[src/rtl/reset_sequencer.sv]
// Staged reset release for the config, core and FIFO domains, with a completion
// timestamp-sync pulse, soft-reset handling and standalone timestamp-sync requests.
module reset_sequencer #(
  parameter int unsigned HOLD_CYCLES = 16,
  parameter int unsigned STAGE_GAP   = 4
) (
  input  logic clk,
  input  logic reset,
  input  logic reset_n_sync,
  input  logic reset_n_config_sync,
  input  logic soft_reset_req,
  input  logic ts_sync_req,
  output logic rst_n_config,
  output logic rst_n_core,
  output logic rst_n_fifo,
  output logic ts_sync,
  output logic busy
);

  localparam int unsigned MAX_CNT = (HOLD_CYCLES > STAGE_GAP) ? HOLD_CYCLES : STAGE_GAP;
  localparam int unsigned CW      = $clog2(MAX_CNT + 1);
  localparam logic [CW-1:0] HOLD_LAST = CW'(HOLD_CYCLES - 1);
  localparam logic [CW-1:0] GAP_LAST  = CW'(STAGE_GAP - 1);

  typedef enum logic [1:0] {
    HOLD = 2'd0,
    GAP1 = 2'd1,
    GAP2 = 2'd2,
    RUN  = 2'd3
  } state_t;

  state_t        state, state_nxt;
  logic [CW-1:0] cnt, cnt_nxt;
  logic          cfg_pending, cfg_pending_nxt;
  logic          rst_n_config_nxt, rst_n_core_nxt, rst_n_fifo_nxt;
  logic          ts_sync_nxt;

  logic hard_req, cfg_req;
  assign hard_req = ~reset_n_sync;
  assign cfg_req  = ~reset_n_config_sync;

  // State, counter and registered outputs
  always_ff @(posedge clk or posedge reset) begin
    if (reset) begin
      state        <= HOLD;
      cnt          <= '0;
      cfg_pending  <= 1'b1;
      rst_n_config <= 1'b0;
      rst_n_core   <= 1'b0;
      rst_n_fifo   <= 1'b0;
      ts_sync      <= 1'b0;
      busy         <= 1'b1;
    end else begin
      state        <= state_nxt;
      cnt          <= cnt_nxt;
      cfg_pending  <= cfg_pending_nxt;
      rst_n_config <= rst_n_config_nxt;
      rst_n_core   <= rst_n_core_nxt;
      rst_n_fifo   <= rst_n_fifo_nxt;
      ts_sync      <= ts_sync_nxt;
      busy         <= (state_nxt != RUN);
    end
  end

  // Next state and next output values; requests take priority cfg > hard > soft > ts
  always_comb begin
    state_nxt        = state;
    cnt_nxt          = cnt;
    cfg_pending_nxt  = cfg_pending;
    rst_n_config_nxt = rst_n_config;
    rst_n_core_nxt   = rst_n_core;
    rst_n_fifo_nxt   = rst_n_fifo;
    ts_sync_nxt      = 1'b0;

    if (cfg_req) begin
      state_nxt        = HOLD;
      cnt_nxt          = '0;
      cfg_pending_nxt  = 1'b1;
      rst_n_config_nxt = 1'b0;
      rst_n_core_nxt   = 1'b0;
      rst_n_fifo_nxt   = 1'b0;
    end else if (hard_req) begin
      // Config domain only re-enters reset if a config release is still owed
      state_nxt      = HOLD;
      cnt_nxt        = '0;
      rst_n_core_nxt = 1'b0;
      rst_n_fifo_nxt = 1'b0;
      if (state == HOLD && cfg_pending) rst_n_config_nxt = 1'b0;
    end else begin
      unique case (state)
        HOLD: begin
          rst_n_core_nxt = 1'b0;
          rst_n_fifo_nxt = 1'b0;
          if (cfg_pending) rst_n_config_nxt = 1'b0;
          if (cnt == HOLD_LAST) begin
            rst_n_config_nxt = 1'b1;
            cfg_pending_nxt  = 1'b0;
            cnt_nxt          = '0;
            state_nxt        = GAP1;
          end else begin
            cnt_nxt = cnt + CW'(1);
          end
        end
        GAP1: begin
          if (cnt == GAP_LAST) begin
            rst_n_core_nxt = 1'b1;
            cnt_nxt        = '0;
            state_nxt      = GAP2;
          end else begin
            cnt_nxt = cnt + CW'(1);
          end
        end
        GAP2: begin
          if (cnt == GAP_LAST) begin
            rst_n_fifo_nxt = 1'b1;
            ts_sync_nxt    = 1'b1;
            cnt_nxt        = '0;
            state_nxt      = RUN;
          end else begin
            cnt_nxt = cnt + CW'(1);
          end
        end
        RUN: begin
          if (soft_reset_req) begin
            state_nxt      = HOLD;
            cnt_nxt        = '0;
            rst_n_core_nxt = 1'b0;
            rst_n_fifo_nxt = 1'b0;
          end else if (ts_sync_req) begin
            ts_sync_nxt = 1'b1;
          end
        end
        default: begin
          state_nxt = HOLD;
          cnt_nxt   = '0;
        end
      endcase
    end
  end

endmodule

[config.mk]
export PLATFORM = sky130hd
export DESIGN_NAME = reset_sequencer
export DESIGN_NICKNAME = d
export VERILOG_FILES = /design/src/rtl/reset_sequencer.sv
export SDC_FILE = /design/constraint.sdc
export NUM_CORES = 1
export LEC_CHECK = 0
export ABC_AREA = 0
export BUFFER_PORTS_ARGS = -buffer_cell sky130_fd_sc_hd__buf_2
export CAP_MARGIN = 20
export CORE_AREA = 2 2 59 61
export CTS_CLUSTER_SIZE = 30
export DETAILED_ROUTE_END_ITERATION = 6
export DIE_AREA = 0 0 61 63
export PLACE_DENSITY_LB_ADDON = 0.3
export REMOVE_ABC_BUFFERS = 1
export SYNTH_ARGS = -nofsm -noshare
export SYNTH_HDL_FRONTEND = slang
export SYNTH_SLANG_ARGS = --single-unit
[constraint.sdc]
create_clock -name clk -period 1.87 [get_ports clk]
set_input_delay 0.374 -clock clk [delete_from_list [all_inputs] [get_ports clk]]
set_output_delay 0.374 -clock clk [all_outputs]
set_load 0.02 [all_outputs]
==> impl_metrics.prom <==
# TYPE chip_impl_metric gauge
chip_impl_info{name="run_status",value="finished clean"} 1
chip_impl_metric{name="routed_via_density",unit=""} 4.63
chip_impl_metric{name="grt_first_pass_wirelength",unit="um"} 2850
chip_impl_metric{name="yosys.area_share.adder",unit="%"} 11.5
chip_impl_metric{name="dr_total_vias",unit=""} 662
chip_impl_metric{name="post_synth_xor_xnor_area",unit="%"} 0
chip_impl_metric{name="postRouteAntennaNets",unit=""} 0
chip_impl_metric{name="cts.path.max_buffers",unit=""} 2
chip_impl_metric{name="slowest_delay",unit="ns"} 0.41
chip_impl_metric{name="worstSetupPathDepth",unit=""} 8
chip_impl_metric{name="fin_nets",unit=""} 111
chip_impl_metric{name="p_leak",unit="uW"} 0.000410
chip_impl_metric{name="final_setup_fails",unit=""} 0
chip_impl_info{name="timing.critical_path.cells",value="ha_2 > nand3_1 > inv_1 > ha_1 > nand2b_1 > o22ai_2 > nand2_1 > o22ai_1"} 1
chip_impl_metric{name="drt-total-wl",unit="um"} 1730
chip_impl_metric{name="first_iter_violations",unit=""} 32
chip_impl_metric{name="die-width",unit="um"} 61
chip_impl_metric{name="clkSlewWorstSetupHoldPaths",unit="ns"} 0.09
chip_impl_info{name="endpoint",value="cnt[3]$_DFFE_PP0P_"} 1
chip_impl_metric{name="tns",unit="ns"} 0
chip_impl_metric{name="power_report.internal_total",unit="uW"} 376
chip_impl_metric{name="antenna_cells_inserted",unit=""} 0
chip_impl_metric{name="timing.reg2reg.worst_path_depth",unit=""} 8
chip_impl_info{name="setup.worst_path.class",value="register to register"} 1
chip_impl_metric{name="period_minus_slack",unit="ns"} 1.73
chip_impl_metric{name="maximum_number_of_pins_on_one_net_before_global_route_repair",unit=""} 14
chip_impl_metric{name="grt_antenna_before_repair",unit=""} 0
chip_impl_metric{name="p_sw",unit="uW"} 122
chip_impl_metric{name="layout.area.seq",unit="sq um"} 328
chip_impl_metric{name="share_comb_of_total_power",unit="%"} 5.4
chip_impl_info{name="synth_top_family_by_area",value="compound AO/OA/AOI/OAI gates"} 1
chip_impl_metric{name="clock_power_share",unit="%"} 37.4
chip_impl_metric{name="grt_use_total",unit="%"} 9.93
chip_impl_metric{name="report.power.total",unit="uW"} 498
chip_impl_metric{name="power_density",unit="mW/mm^2"} 530
chip_impl_metric{name="hold_viol_final",unit=""} 0
chip_impl_metric{name="p_seq_share",unit="%"} 57.2
chip_impl_metric{name="worstPathArrival",unit="ns"} 1.94
chip_impl_metric{name="place.gp.congestion",unit=""} 0.751
chip_impl_metric{name="cts.hold.buffers_added",unit=""} 0
chip_impl_metric{name="firstDrtPassIters",unit=""} 4
chip_impl_metric{name="finalMaxSlewViolations",unit=""} 0
chip_impl_metric{name="floorplan.rows",unit=""} 21
chip_impl_metric{name="clock_latency",unit="ns"} 0.28
chip_impl_info{name="slowest_stage",value="dfrtp_1"} 1
chip_impl_metric{name="proportion_of_synthesized_chip_area_in_sequential_cells",unit="%"} 43.0
chip_impl_metric{name="starting_utilization_of_the_core_area",unit="%"} 23.6
chip_impl_info{name="synthDominantAreaCellType",value="dfrtp_1"} 1
chip_impl_info{name="unrepaired_setup_endpoints_after_global_routing",value="no"} 1
chip_impl_metric{name="ys_async_sr_fraction",unit="%"} 100
chip_impl_info{name="setup.worst_path.end_class",value="register"} 1
chip_impl_metric{name="detailedPlacementHpwl",unit="um"} 1290
chip_impl_metric{name="multi_input_combinational_cell_area",unit="sq um"} 413
chip_impl_metric{name="ys_types",unit=""} 28
chip_impl_metric{name="placeableCoreArea",unit="sq mm"} 0.00323
chip_impl_metric{name="synth-compound-area-share",unit="%"} 21.2
chip_impl_metric{name="boundaryPins",unit=""} 11
chip_impl_metric{name="io_buffers",unit=""} 10
chip_impl_metric{name="clock_sink_count",unit=""} 13
chip_impl_info{name="startpoint_type",value="register"} 1
chip_impl_metric{name="post_drt_wl_per_cell",unit="um"} 12.1
chip_impl_metric{name="timing.slew.headroom",unit="%"} 65.3
chip_impl_metric{name="vias_in_the_first_global_route",unit=""} 628
chip_impl_metric{name="cap_violations",unit=""} 0
chip_impl_metric{name="synth_edf_count",unit=""} 0
chip_impl_metric{name="cts_buffers",unit=""} 3
chip_impl_info{name="crit_path_start",value="cnt[0]$_DFFE_PP0P_"} 1
chip_impl_metric{name="grt.overflow.total",unit=""} 0
chip_impl_metric{name="synth.avg_cell_area",unit="sq um"} 9.65
chip_impl_info{name="netlist_top_cells_area",value="dfrtp_1 36%, ha_1 11%, dfstp_2 6.9%, o21ai_0 5.3%, nand2b_1 4.1%"} 1
chip_impl_info{name="clock-root-buffer",value="clkbuf_4"} 1
chip_impl_metric{name="regToRegSetupSlack",unit="ns"} 0.14
chip_impl_metric{name="p_sw_share",unit="%"} 24.4
chip_impl_metric{name="mappedNetlistArea",unit="sq um"} 762
chip_impl_metric{name="worst_pin_slew",unit="ns"} 0.519
chip_impl_info{name="regToRegStartpoint",value="cnt[0]$_DFFE_PP0P_"} 1
chip_impl_metric{name="cp_max_fo",unit=""} 4
chip_impl_metric{name="n_fill_cell",unit=""} 357
chip_impl_metric{name="synthCells",unit=""} 79
chip_impl_metric{name="clock_skew",unit="ns"} 0.00139
chip_impl_metric{name="hold_slack",unit="ns"} 0.107
chip_impl_metric{name="synth_simple_gate_area_share",unit="%"} 20.4
chip_impl_metric{name="yosys_warnings",unit=""} 0
chip_impl_info{name="cts_tree",value="yes"} 1
chip_impl_metric{name="critPathBufInv",unit=""} 1
chip_impl_metric{name="timing.critical_path.required",unit="ns"} 2.08
chip_impl_metric{name="clock_tree.htree_level_count",unit=""} 1
chip_impl_metric{name="muxShareOfSynthArea",unit="%"} 0
chip_impl_info{name="r2r-end",value="cnt[3]$_DFFE_PP0P_"} 1
chip_impl_metric{name="synth_top_cell_area_share",unit="%"} 36.1
chip_impl_metric{name="die_h",unit="um"} 63
chip_impl_metric{name="final_min_period_over_clock_period",unit="%"} 92.6
chip_impl_metric{name="ys_ff_latch",unit=""} 13
chip_impl_metric{name="drcViolationCount",unit=""} 0
chip_impl_metric{name="dieArea",unit="sq mm"} 0.00384
chip_impl_metric{name="drive_gt1_share",unit="%"} 23.7
chip_impl_metric{name="clock.fmax",unit="MHz"} 577
chip_impl_info{name="synth_ff_type",value="dfrtp_1"} 1
chip_impl_info{name="yosys.cell_count.top_type",value="dfrtp_1"} 1
chip_impl_metric{name="worst_ir_drop_vdd",unit="mV"} 0.164
chip_impl_info{name="min_delay_path_class",value="primary input to async pin"} 1
chip_impl_info{name="critical-path-top-delay-family",value="compound AO/OA/AOI/OAI gates"} 1
chip_impl_metric{name="syn_to_final_growth",unit="%"} 23.2
chip_impl_info{name="synthTopCellsByCount",value="11 x dfrtp_1, 8 x o21ai_0, 7 x ha_1, 7 x inv_1, 7 x nand2_1"} 1
-- how the worst min path moves through the flow --
stage / to / slack [ns]
6_report: rst_n_core$_DFFE_PP0P_ / 0.11
2_1_floorplan: cnt[0]$_DFFE_PP0P_ / 0.25
3_5_place_dp: rst_n_core$_DFFE_PP0P_ / 0.44
3_3_place_gp: rst_n_core$_DFFE_PP0P_ / 0.43
5_1_grt: rst_n_core$_DFFE_PP0P_ / 0.17
4_1_cts: rst_n_core$_DFFE_PP0P_ / 0.12
-- per-stage QoR --
stage	area, sq um	instances	setup slack (ns)	utilization [%]
global route	938	143	0.0108	29.0
finish	938	143	0.138	29.0
global placement	896	138	0.121	27.7
detailed placement	896	138	0.0635	27.7
CTS	922	142	0.0319	28.5
floorplan	758	78	0.203	-
-- placed cells by master (no fill, tap or decap), types with 5 or more instances in the layout --
cell / count
dfrtp_1: 11
buf_2: 10
nand2_1: 7
buf_4: 5
a21oi_1: 5
o21ai_0: 8
inv_1: 7
ha_1: 6
nand2b_1: 5
-- worst reg2reg max path: stages, from the launching register on --
cell and delay (ns):
dfrtp_1 0.41, ha_2 0.22, nand3_1 0.11, inv_1 0.06, ha_1 0.18, nand2b_1 0.17
o22ai_2 0.24, nand2_1 0.11, o22ai_1 0.18
-- flip-flops by register name, indices dropped and copies added, names as in the netlist --
register,flops
cnt,5
state,2
busy,1
cfg_pending,1
rst_n_config,1
rst_n_core,1
rst_n_fifo,1
ts_sync,1
-- area by class of cell --
type	instances	area share, %
Clock buffer	4	2.80
Timing Repair Buffer	15	9.33
Inverter	7	2.80
Sequential cell	13	34.9
Multi-Input combinational cell	58	44.0
Tap cell	46	6.13
-- per-layer routing --
metal  global-route usage (%)  part of all wire [%]  up-vias  wire length [um]
li1                         -                     -      322                 -
met5                        0                     0        -                 0
met4                     3.26                   1.2        0                21
met2                     14.4                    45       15               782
met1                     12.8                    48      320               832
met3                     4.76                   5.4        5                94
-- logic make-up (layout without fill, tap and decap cells) --
group	Yosys count	count (layout)
flip-flops	13	13
buffers and inverters	8	26
AND/OR/NAND/NOR	26	26
adder cells (fa/ha/maj)	7	7
AO/OA/AOI/OAI	25	25
-- repair_timing --
action / CTS / global route
buffers inserted: 0 / 1
endpoints found under the setup margin: 0 / 3
gates resized for setup: 0 / 2
-- power by group through the flow --
stage,Combinational [uW],Clock (uW),Sequential [uW]
final,26.7,186,285
after global routing,31.2,211,285
after CTS,24.8,197,285
after detailed placement,24.8,0,290
after global placement,24.9,0,290
after floorplan,12.8,0,290
(Power assumes the default switching activity.)
